**config.mk**
```make
export PLATFORM = sky130hd
export DESIGN_NAME = layer_info_encoder
export DESIGN_NICKNAME = d
export VERILOG_FILES = /design/src/rtl/layer_info_encoder.sv
export SDC_FILE = /design/constraint.sdc
export NUM_CORES = 1
export LEC_CHECK = 0
export BUFFER_PORTS_ARGS = -buffer_cell sky130_fd_sc_hd__buf_2
export CORE_UTILIZATION = 54
export DETAILED_ROUTE_END_ITERATION = 7
export PLACE_DENSITY = 0.95
export REMOVE_ABC_BUFFERS = 1
export SLEW_MARGIN = 20
export SYNTH_ARGS = -nofsm -noshare
export SYNTH_HDL_FRONTEND = slang
export SYNTH_SLANG_ARGS = --single-unit
```
**constraint.sdc**
```tcl
create_clock -name clk_in -period 5.3 [get_ports clk_in]
set_input_delay 0.795 -clock clk_in [delete_from_list [all_inputs] [get_ports clk_in]]
set_output_delay 0.795 -clock clk_in [all_outputs]
set_load 0.02 [all_outputs]
```
**src/rtl/layer_info_encoder.sv**
```systemverilog
// layer_info_encoder: packs layer descriptors into 32-bit layer_info words and writes a
// zero-terminated program into layer memory. Define LAYER_INFO_PARITY_EN for odd-parity bit 0.
module layer_info_encoder #(
  parameter int unsigned ADDR_W = 4,
  parameter int unsigned DEPTH  = 16
) (
  input  logic              clk_in,
  input  logic              rst_n_in,
  input  logic              start_in,
  input  logic              s_valid_in,
  output logic              s_ready_out,
  input  logic [3:0]        weight_height_in,
  input  logic [3:0]        weight_width_in,
  input  logic [7:0]        weight_start_addr_in,
  input  logic [3:0]        bias_height_in,
  input  logic [3:0]        bias_width_in,
  input  logic [7:0]        bias_start_addr_in,
  input  logic [2:0]        op_in,
  input  logic              last_in,
  output logic              wr_en_out,
  output logic [ADDR_W-1:0] wr_addr_out,
  output logic [31:0]       wr_data_out,
  output logic [ADDR_W:0]   count_out,
  output logic              busy_out,
  output logic              done_out,
  output logic              err_out,
  output logic              full_out
);

  typedef enum logic [2:0] {StIdle, StRun, StWrite, StTerm, StDone} state_e;

  state_e            state_q, state_d;
  logic [ADDR_W-1:0] ptr_q, ptr_d, ptr_inc;
  logic [ADDR_W-1:0] wr_addr_q, wr_addr_d;
  logic [ADDR_W:0]   count_q, count_d;
  logic [31:0]       wr_data_q, wr_data_d;
  logic              err_q, err_d, full_q, full_d, last_q, last_d;
  logic [31:1]       layer_body;
  logic              layer_tag;
  logic              desc_legal;

  function automatic logic dim_ok(input logic [3:0] v);
    return (v != 4'd0) && (v <= 4'd8);
  endfunction

  function automatic logic [2:0] dim_enc(input logic [3:0] v);
    return 3'(v - 4'd1);
  endfunction

  assign layer_body = {dim_enc(weight_height_in), dim_enc(weight_width_in), weight_start_addr_in,
                       dim_enc(bias_height_in), dim_enc(bias_width_in), bias_start_addr_in,
                       op_in};

`ifdef LAYER_INFO_PARITY_EN
  assign layer_tag = ~^layer_body;
`else
  assign layer_tag = 1'b1;
`endif

  assign desc_legal = dim_ok(weight_height_in) && dim_ok(weight_width_in) &&
                      dim_ok(bias_height_in) && dim_ok(bias_width_in);

  assign ptr_inc = ptr_q + 1'b1;

  always_comb begin
    state_d   = state_q;
    ptr_d     = ptr_q;
    count_d   = count_q;
    err_d     = err_q;
    full_d    = full_q;
    last_d    = last_q;
    wr_addr_d = wr_addr_q;
    wr_data_d = wr_data_q;

    unique case (state_q)
      StIdle, StDone: begin
        if (start_in) begin
          state_d = StRun;
          ptr_d   = '0;
          count_d = '0;
          err_d   = 1'b0;
          full_d  = 1'b0;
        end
      end
      StRun: begin
        if (s_valid_in) begin
          if (desc_legal) begin
            state_d   = StWrite;
            last_d    = last_in;
            wr_addr_d = ptr_q;
            wr_data_d = {layer_body, layer_tag};
          end else begin
            // Illegal descriptor is dropped; a last one still closes the program.
            err_d = 1'b1;
            if (last_in) begin
              state_d   = StTerm;
              wr_addr_d = ptr_q;
              wr_data_d = '0;
            end
          end
        end
      end
      StWrite: begin
        ptr_d   = ptr_inc;
        count_d = count_q + 1'b1;
        if (last_q) begin
          state_d   = StTerm;
          wr_addr_d = ptr_inc;
          wr_data_d = '0;
        end else if (ptr_inc == ADDR_W'(DEPTH - 1)) begin
          // Final slot is kept for the terminator.
          state_d   = StTerm;
          full_d    = 1'b1;
          wr_addr_d = ptr_inc;
          wr_data_d = '0;
        end else begin
          state_d = StRun;
        end
      end
      StTerm: begin
        state_d = StDone;
      end
      default: begin
        state_d = StIdle;
      end
    endcase
  end

  always_ff @(posedge clk_in or negedge rst_n_in) begin
    if (!rst_n_in) begin
      state_q   <= StIdle;
      ptr_q     <= '0;
      count_q   <= '0;
      err_q     <= 1'b0;
      full_q    <= 1'b0;
      last_q    <= 1'b0;
      wr_addr_q <= '0;
      wr_data_q <= '0;
    end else begin
      state_q   <= state_d;
      ptr_q     <= ptr_d;
      count_q   <= count_d;
      err_q     <= err_d;
      full_q    <= full_d;
      last_q    <= last_d;
      wr_addr_q <= wr_addr_d;
      wr_data_q <= wr_data_d;
    end
  end

  assign s_ready_out = (state_q == StRun);
  assign wr_en_out   = (state_q == StWrite) || (state_q == StTerm);
  assign wr_addr_out = wr_addr_q;
  assign wr_data_out = wr_data_q;
  assign count_out   = count_q;
  assign busy_out    = (state_q == StRun) || (state_q == StWrite) || (state_q == StTerm);
  assign done_out    = (state_q == StDone);
  assign err_out     = err_q;
  assign full_out    = full_q;

endmodule

```
==> impl_metrics.toml <==
[clock_tree]
cts_buffers = 5
max-clock-path-buffers = 2
root_buffer = "clkbuf_8"
numClockSinks = 51
cts_hold_buffers = 0
htreeDepth = 2
postCtsSetupRepairBufs = 0
cts-resized-gates = 0
cts_tree = "yes"
clk_pin_slew_ns = 0.08
clkLatencyLatePin_ns = 0.30

[synth]
postSynthCellCount = 234
synth.avg_cell_area_sq_um = 11.3
synth_flop_cell = "dfrtp_1"
async_flop_share_pct = 100
post_synth_instance_area_sq_um = 2640
yosys_warnings = 0
synth_edf_count = 0
yosysSeqAreaShare_pct = 48.3
ys_types = 39
synth_seq_cells = 51

[floorplan]
start_util_pct = 55.9
die_area_sq_um = 5170
dieWidth_um = 71.9
core_area_sq_um = 4720
rows = 25
num_io_pins = 87
die_h_um = 71.9

[global_routing]
grt-ovfl-total = 0
grt_pass1_wl_um = 9610
grt_pass1_vias = 2035
antenna_found_initial = 0
grt_usage_pct = 24.1
grt_max_degree = 42

[final_layout]
finalNetCount = 364
antenna_cells = 0
drive_gt1_share_pct = 35.1
area_growth_pct = 21.5
final_area_sq_um = 3210

[setup_path]
critical_path.max_stage_delay_ns = 0.62
critPathKind = "primary input to register"
critPathMaxFanout = 18
path_cells = "buf_2 -> inv_1 -> ha_1 -> nor2b_1 -> xnor2_1 -> nand4_1 -> buf_4 -> nor2_1 -> mux2_2"
rr_startpoint = "state_q[1]"
required_ns = 5.49
arrival_ns = 3.09
start_kind = "primary input"
critPathLaunch = "bias_height_in[0]"
cp-end-kind = "register"
critPathSlowestCell = "nand4_1"

[drt]
ant_nets = 0
via_per_inst = 5.60
drt-total-wl_um = 5900
drc_errors = 0
drtPass1Iterations = 4
wl_per_cell_um = 15.5
drt_iter0_markers = 105
vias = 2129

[placed_design]
post_dp_cell_area_sq_um = 3110
dp_worst_setup_slack_ns = 2.09
place.gp.congestion = 0.764
hpwl_um = 4120
numPortBuffers = 86

[sta]
whs_ns = 0.397
rsz0062_at_grt = "false"
period_minus_slack_ns = 2.89
slew_viol_final = 0
hold_violations = 0
worst_pin_slew_ns = 0.724
clock-skew-final_ns = 0.00356
relSlewSlack_pct = 51.6
fmax_mhz = 346
setup_ws_ns = 2.41
final.setup.tns_ns = 0
setup_viol_count_final = 0
min_period_over_period_pct = 54.6

[power_and_ir_drop]
p_leak_nw = 1.62
power_density_nw_per_um2 = 377
power.total_w = 0.00121
ir_drop_mv = 0.217

[min_path]
min_path_type = "primary input to async pin"

[run]
cap_violations = 0

[status]
outcome = "completed"
cells in the mapped netlist, types with 3 or more instances:
| master | instances | area share [%] |
|---|---|---|
| xnor2_1 | 10 | 3.3 |
| nor4b_1 | 19 | 6.3 |
| buf_2 | 7 | 1.3 |
| buf_6 | 5 | 2.1 |
| nand4_1 | 4 | 0.95 |
| ha_1 | 12 | 5.7 |
| nor2_1 | 5 | 0.71 |
| clkbuf_1 | 7 | 0.99 |
| nor4_1 | 12 | 2.8 |
| nand2_1 | 10 | 1.4 |
| a31o_1 | 30 | 9.9 |
| nor2b_1 | 4 | 0.95 |
| dfrtp_1 | 51 | 48 |
| mux2_4 | 3 | 1.7 |
| inv_1 | 13 | 1.8 |
| o21ai_0 | 15 | 2.8 |
cell type report:
| class | instances | area [sq um] |
|---|---|---|
| Clock buffer | 8 | 100 |
| Fill cell | 367 | 1520 |
| Inverter | 14 | 57.6 |
| Multi-Input combinational cell | 150 | 1190 |
| Sequential cell | 51 | 1280 |
| Tap cell | 67 | 83.8 |
| Timing Repair Buffer | 90 | 500 |
stage by stage:
step / util, % / cells
4_1_cts: 67.9 / 380
6_report: 67.9 / 380
3_3_place_gp: 64.6 / 370
3_5_place_dp: 65.8 / 372
5_1_grt: 67.9 / 380
2_1_floorplan: - / 215
sequential cells by signal, indices dropped and copies added (netlist names):
register / flops
wr_data_out: 32
ptr_q: 4
state_q: 3
err_out: 1
wr_addr_out: 4
count_out: 5
full_out: 1
last_q: 1
per-layer routing:
metal,GRT usage [%],share of wire (%)
met1,31.1,44
met4,6.75,1.4
met3,5.83,4.7
met5,0,0
met2,41.0,50
final timing paths:
kind,to,slack (ns),cells after the start
setup / recovery,last_q,2.41,9
hold / removal,ptr_q[2],0.40,1
setup reg to reg,wr_addr_out[2],2.79,8
hold reg to reg,count_out[4],0.49,1
max in group asynchronous,wr_data_out[23],4.31,3
min in group clk_in,count_out[4],0.49,1
worst max-delay path: cells and delay by family:
kind / cells / cell delay [ns]
AND/OR/NAND/NOR: 3 / 0.93
multiplexers: 1 / 0.37
buffers and inverters: 3 / 0.59
XOR/XNOR: 1 / 0.22
adder cells (fa/ha/maj): 1 / 0.18
power breakdown:
| group | total (W) | leakage [nW] | switching (W) | internal, W |
|---|---|---|---|---|
| Combinational | 0.000443 | 0.871 | 0.000285 | 0.000158 |
| Clock | 0.000241 | 0.0515 | 0.000121 | 0.000119 |
| Sequential | 0.000526 | 0.697 | 0.0000586 | 0.000467 |
| Total | 0.00121 | 1.62 | 0.000465 | 0.000744 |
logic make-up after synthesis:
family	synth area share, %
AND/OR/NAND/NOR	16.6
buffers and inverters	6.63
AO/OA/AOI/OAI	16.2
XOR/XNOR	3.65
flip-flops	48.3
adder cells (fa/ha/maj)	5.68
multiplexers	2.94
layout by cell type, fill, tap and decap left out, types with 4 or more instances in the layout:
master,instances
a31o_1,30
buf_2,86
clkbuf_8,7
dfrtp_1,51
ha_1,12
inv_1,13
nand2_1,10
nand4_1,4
nor2_1,5
nor2b_1,4
nor4_1,12
nor4b_1,19
o21ai_0,15
xnor2_1,10
Note: power is estimated with default switching activity, not from simulation.
